<file path="config.mk">
export PLATFORM = sky130hd
export DESIGN_NAME = multi_writer_reg_bank
export DESIGN_NICKNAME = d
export VERILOG_FILES = /design/src/rtl/multi_writer_reg_bank.sv
export SDC_FILE = /design/constraint.sdc
export NUM_CORES = 1
export LEC_CHECK = 0
export ABC_CLOCK_PERIOD_IN_PS = 4200
export CORE_ASPECT_RATIO = 1.4
export CORE_UTILIZATION = 52
export CTS_CLUSTER_DIAMETER = 60
export CTS_CLUSTER_SIZE = 28
export DETAILED_ROUTE_END_ITERATION = 10
export HOLD_SLACK_MARGIN = 0.02
export PLACE_DENSITY = 0.84
export SETUP_SLACK_MARGIN = 0.3
export SLEW_MARGIN = 20
export SYNTH_ARGS = -nofsm -noshare
export SYNTH_HDL_FRONTEND = slang
export SYNTH_SLANG_ARGS = --single-unit
</file>
<file path="constraint.sdc">
create_clock -name clk -period 4.2 [get_ports clk]
set_clock_uncertainty 0.05 [all_clocks]
set_input_delay 0.84 -clock clk [delete_from_list [all_inputs] [get_ports clk]]
set_output_delay 0.84 -clock clk [all_outputs]
set_load 0.1 [all_outputs]
</file>
<file path="src/rtl/multi_writer_reg_bank.sv">
// Channel register bank with several write ports, arbitration,
// and synchronized per-channel set/clear requests.
module multi_writer_reg_bank #(
  parameter int WIDTH = 8,
  parameter int NCH   = 4,
  parameter int NPORT = 2,
  parameter int RR    = 0
) (
  input  logic                         clk,
  input  logic                         rst,
  input  logic [NPORT-1:0]             wr_vld,
  input  logic [NPORT*$clog2(NCH)-1:0] wr_addr,
  input  logic [NPORT*WIDTH-1:0]       wr_data,
  input  logic [NCH-1:0]               set_req,
  input  logic [NCH-1:0]               clr_req,
  output logic [NCH*WIDTH-1:0]         q,
  output logic [NPORT-1:0]             grant,
  output logic                         collide,
  output logic [7:0]                   collide_cnt
);

  localparam int AW = $clog2(NCH);
  localparam int PW = $clog2(NPORT);

  logic [NCH-1:0] s1_q, s1_d, s2_q, s2_d, sh_q, sh_d;
  logic [NCH-1:0] c1_q, c1_d, c2_q, c2_d, chh_q, chh_d;
  logic [NCH*WIDTH-1:0] q_q, q_d;
  logic [NPORT-1:0] grant_q, grant_d;
  logic collide_q, collide_d;
  logic [7:0] cnt_q, cnt_d;
  logic [PW-1:0] ptr_q, ptr_d;

  logic [NCH-1:0] set_e, clr_e, ch_wr, ch_col;
  logic [PW-1:0] win [NCH];
  int hits;
  int idx;

  always_comb begin
    s1_d  = set_req;
    s2_d  = s1_q;
    sh_d  = s2_q;
    c1_d  = clr_req;
    c2_d  = c1_q;
    chh_d = c2_q;
    set_e = s2_q & ~sh_q;
    clr_e = c2_q & ~chh_q;

    ch_wr  = '0;
    ch_col = '0;
    hits   = 0;
    idx    = 0;
    for (int c = 0; c < NCH; c++) begin
      hits   = 0;
      win[c] = '0;
      // Scan order encodes the arbitration policy: first hit wins.
      for (int k = 0; k < NPORT; k++) begin
        idx = (RR != 0) ? (int'(ptr_q) + k) % NPORT : k;
        if (wr_vld[idx] && wr_addr[idx*AW +: AW] == AW'(c)) begin
          if (hits == 0) win[c] = PW'(idx);
          hits = hits + 1;
        end
      end
      ch_wr[c]  = hits > 0;
      ch_col[c] = hits > 1;
    end

    q_d     = q_q;
    grant_d = '0;
    for (int c = 0; c < NCH; c++) begin
      if (clr_e[c]) begin
        q_d[c*WIDTH +: WIDTH] = '0;
      end else if (set_e[c]) begin
        q_d[c*WIDTH +: WIDTH] = '1;
      end else if (ch_wr[c]) begin
        q_d[c*WIDTH +: WIDTH] = wr_data[int'(win[c])*WIDTH +: WIDTH];
        grant_d[win[c]] = 1'b1;
      end
    end

    // Lowest colliding channel decides the pointer move.
    ptr_d = ptr_q;
    for (int c = NCH - 1; c >= 0; c--) begin
      if (RR != 0 && ch_col[c]) ptr_d = PW'((int'(win[c]) + 1) % NPORT);
    end

    collide_d = |ch_col;
    cnt_d = (collide_d && cnt_q != 8'hFF) ? cnt_q + 8'd1 : cnt_q;
  end

  always_ff @(posedge clk) begin
    if (!rst) begin
      s1_q      <= '0;
      s2_q      <= '0;
      sh_q      <= '0;
      c1_q      <= '0;
      c2_q      <= '0;
      chh_q     <= '0;
      q_q       <= '0;
      grant_q   <= '0;
      collide_q <= 1'b0;
      cnt_q     <= '0;
      ptr_q     <= '0;
    end else begin
      s1_q      <= s1_d;
      s2_q      <= s2_d;
      sh_q      <= sh_d;
      c1_q      <= c1_d;
      c2_q      <= c2_d;
      chh_q     <= chh_d;
      q_q       <= q_d;
      grant_q   <= grant_d;
      collide_q <= collide_d;
      cnt_q     <= cnt_d;
      ptr_q     <= ptr_d;
    end
  end

  assign q           = q_q;
  assign grant       = grant_q;
  assign collide     = collide_q;
  assign collide_cnt = cnt_q;

endmodule

</file>
* Word level (Yosys, flattened, before mapping)
Index checks and enable logic that the tools add are counted.
** Word-level totals
- Register bits :: 67
- Input bits :: 32
- Output and inout bits :: 43
- Logic and storage cells :: 125
** Operators by class
- Add/sub/neg operators :: 5
- Order comparisons :: 16
- Equality and inequality tests :: 7
- Shift operators :: 4
- Muxes and demuxes :: 44
- Bitwise gates (word level) :: 8
- Reductions and logical operators :: 28
** Operators by type and width (number)
- adder 32 x 2 -> 32 bit, second input constant :: 4
- > comparator 32 x 1 -> 1 bit, second input constant :: 4
- > comparator 32 x 2 -> 1 bit, second input constant :: 4
- zero test 32 bit :: 4
- two-way mux 32 bit :: 4
- two-way mux 8 bit :: 8
- indexed part select 16 x 5 -> 8 bit :: 4
- two-way mux 2 bit :: 12
- two-way mux 1 bit :: 16
- logical AND 1 bit :: 13
- adder 8 x 1 -> 8 bit, second input constant :: 1
- bitwise AND 4 bit :: 2
- == test 2 bit, second input constant :: 4
- < comparator 1 x 2 -> 1 bit, second input constant :: 4
- inequality test 8 bit, second input constant :: 1
- inverter 4 bit :: 2
- nonzero test 2 bit :: 4
- OR reduction 2 bit :: 4
- OR 2 bit :: 3
- demux 1 bit (select 1 bit) :: 4
- == test 2 x 1 -> 1 bit, second input constant :: 2
- greater-or-equal comparator 1 bit, second input constant :: 4
- zero test 2 bit :: 2
- OR reduction 4 bit :: 1
- inverter 1 bit :: 1

* Longest topological paths before layout
- Word-level depth :: 25
- Depth in mapped cells :: 6

* Worst setup path after synthesis
OpenSTA, ideal clock, no wires.
- Kind :: register to register
- Start point :: reg cnt_q[1] (netlist: collide_cnt[1])
- End point :: reg cnt_q[2] (netlist: collide_cnt[2])
- Library setup time :: 0.104 ns
- Arrival :: 2.036 ns
- Required time :: 4.046 ns
- Setup slack :: 2.010 ns
- Stages on the path, launching flop included :: 7
- Buffers on the path :: 1
- Clock period less this slack :: 2.190 ns
- Cells stage by stage :: dfxtp_1 > ha_1 > nand3_1 > nor2_1 > clkbuf_1 > o311ai_0 > o41ai_1
** On the way
- Longest elaborated chain between the ends :: 2
- Elaborated cells between the ends (all ways) :: 3
- Those cells by class :: add/sub (1); eq/ne (1); reduce/logical (1)
** Ends and longest elaborated chain
- start: declaration :: line 30 : logic [7:0] cnt_q, cnt_d;
- start signal: assignment :: line 113 : cnt_q <= cnt_d;
- parallel branches: the longest is 2 deep, another holds adder 8 x 1 -> 8 bit
Several ways; the timed one is not identified.
A chain may end at the register's enable or synchronous reset.

* Final worst setup path
- Start point :: reg cnt_q[2] (netlist: collide_cnt[2])
- End point :: out collide_cnt[2]
** RTL lines
- end: declaration :: line 19 : output logic [7:0] collide_cnt
No word-level cell between the ends.

==> results_dict.tcl <==
set metrics [dict create \
    status "finished clean" \
    worstPathRequired_ns 3.31 \
    synth_flop_cell "dfxtp_1" \
    htreeDepth 3 \
    num_io_pins 75 \
    slowest_delay_ns 1.18 \
    antenna_found_initial 0 \
    start_kind "flip-flop" \
    rows 31 \
    finalSetupTns_ns 0 \
    synth_cell_types 38 \
    clk_pin_slew_ns 0.06 \
    core_sq_mm 0.00520 \
    critPathBufInv 1 \
    cts.sink_count 67 \
    cap_violations 0 \
    drive_gt1_share_pct 5.19 \
    die_h_um 89.3 \
    drt-vias-per-instance 5.70 \
    finalCriticalPeriod_ns 2.86 \
    synthCells 288 \
    critPathTopFamily "buffers and inverters" \
    fillers 415 \
    avgRoutedWirePerCell_um 16.1 \
    setup_viol 0 \
    final_max_slew_viol_count 0 \
    max_freq_ghz 0.350 \
    cts_hold_buf 0 \
    vias 2461 \
    fin_nets 395 \
    insertion_delay_ns 0.35 \
    power_density_mw_per_mm2 428 \
    power_leakage_nw 1.59 \
    io_buffers 74 \
    grt_pass1_vias 2283 \
    final_core_util_pct 72.6 \
    dr.pass1.iters 4 \
    ys_ff_latch 67 \
    diodes 0 \
    drt_iter0_markers 189 \
    setup.worst_path.class "flip-flop to output pin" \
    cts.repair.resized 0 \
    grt_overflow_total 0 \
    synth-edff-count 0 \
    crit_arrival_ns 1.97 \
    area_growth_pct 33.3 \
    max-slew-margin-rel_pct 34.4 \
    grt_pass1_wl_um 10700 \
    hold_viol_final 0 \
    rsz0062_at_grt "no" \
    root_buffer "clkbuf_8" \
    start_util_pct 54.5 \
    tightest_slew_ns 0.981 \
    antenna_left 0 \
    die-width_um 64.4 \
    cts_made_buffers 9 \
    netlist_area_sq_mm 0.00283 \
    die_area_sq_mm 0.00575 \
    track_usage_pct 25.0 \
    path_max_fanout 7 \
    ir_drop_mv 0.339 \
    hpwlAfterDp_um 5020 \
    finalCritPeriodShare_pct 68.0 \
    drc_errors 0 \
    cts_tree "built" \
    wirelength_um 6930 \
    synth.yosys.warnings 0 \
    post_cts_buffers 0 \
    synth_area_per_cell_sq_um 9.84 \
    cp_slowest_cell "clkdlybuf4s50_1" \
    hold_path.class "flip-flop to flip-flop" \
    cp_cell_sequence "clkdlybuf4s50_1" \
    end_kind "output pin" \
    synth_seq_area_share_pct 47.3 \
    grt_max_degree 19 \
    gp_congestion 0.822 \
    clk_path_buf_depth 2 \
    synthArstFlopShare_pct 0 \
    syn-num-nets 321 \
]
## synth_stat cells, types with 5 or more instances
cell type  instances  area share [%]
inv_1             35             4.6
nand3_1            6             1.1
nor2_1             8             1.1
and2_1            23             5.1
a221oi_1          31             9.6
nor2b_1            7             1.5
mux2i_1           33              12
a21oi_1            8             1.4
nand2_1            9             1.2
dfxtp_1           67              47
nand2b_1           9             2.0
clkbuf_1           5            0.66
## path summary, 6_finish.rpt
path,startpoint,to,slack [ns],cells past startpoint
worst max register to register,collide_cnt[0],collide_cnt[2],2.53,5
worst max-delay path,collide_cnt[2],collide_cnt[2],1.34,1
worst min-delay path,c1_q[2],c2_q[2],0.38,1
worst min register to register,c1_q[2],c2_q[2],0.38,1
## logic make-up (layout without fill, tap and decap cells)
family,count (synthesis),after routing,share of synthesized area (%)
simple gates,81,81,16.8
flops,67,67,47.3
compound gates,55,55,15.7
buf+inv,49,127,7.42
mux,33,33,11.7
xor+xnor,2,2,0.618
fa+ha+maj,1,1,0.442
## power breakdown
group,switching [mW],leakage (nW),internal [mW]
Clock,0.230,0.0953,0.258
Combinational,0.313,0.940,0.122
Sequential,0.0188,0.551,0.675
## state kept, by name, summed over array words and instances, names as in the netlist
register / cells
c1_q: 4
c2_q: 4
chh_q: 4
collide: 1
collide_cnt: 8
grant: 2
q: 32
s1_q: 4
s2_q: 4
sh_q: 4
## final cells by class
cell class	count	area, sq um	area share, %
clock buffers	13	169	4.47
clock inverters	2	10.0	0.265
inverters	36	135	3.58
multi-input cells	172	1280	33.9
flip-flops and latches	67	1340	35.5
well taps	66	82.6	2.19
repair buffers	76	756	20.0
## metal layers
layer	GRT usage [%]	wire [um]
met3	5.74	291
met4	11.9	189
met1	26.0	2710
met2	47.3	3750
met5	0	0
## layout by cell type (no fill, tap or decap)
| cell | count |
|---|---|
| clkdlybuf4s50_1 | 74 |
| dfxtp_1 | 67 |
| inv_1 | 35 |
| mux2i_1 | 33 |
| a221oi_1 | 31 |
| and2_1 | 23 |
| clkbuf_8 | 12 |
| nand2b_1 | 9 |
| nand2_1 | 9 |
| a21oi_1 | 8 |
| nor2_1 | 8 |
| nor2b_1 | 7 |
| nand3_1 | 6 |
| or4_1 | 4 |
| nor3b_1 | 3 |
| nor3_1 | 3 |
| o41ai_1 | 3 |
| o31ai_1 | 3 |
| nand3b_1 | 2 |
| o21ai_0 | 2 |
| o32a_1 | 2 |
| xnor2_1 | 2 |
| o211ai_1 | 2 |
| or3_1 | 2 |
| clkinv_2 | 2 |
| buf_4 | 2 |
| and3b_1 | 1 |
| o21ba_2 | 1 |
| o21ai_1 | 1 |
| a221oi_2 | 1 |
| clkinv_1 | 1 |
| nand4_2 | 1 |
| nand4_1 | 1 |
| nor4_1 | 1 |
| o311ai_0 | 1 |
| and4b_1 | 1 |
| ha_1 | 1 |
| clkbuf_1 | 1 |
## per-stage QoR
stage	power, mW	hold WS, ns	instances	setup WS [ns]	area (sq um)
2_1_floorplan	1.02	0.362	288	2.01	2830
3_3_place_gp	1.13	0.364	417	1.38	3600
3_5_place_dp	1.14	0.369	417	1.31	3600
4_1_cts	1.62	0.385	432	1.35	3770
5_1_grt	1.67	0.406	432	1.29	3770
6_report	1.62	0.382	432	1.34	3770
Note: power is estimated with default switching activity, not from simulation.
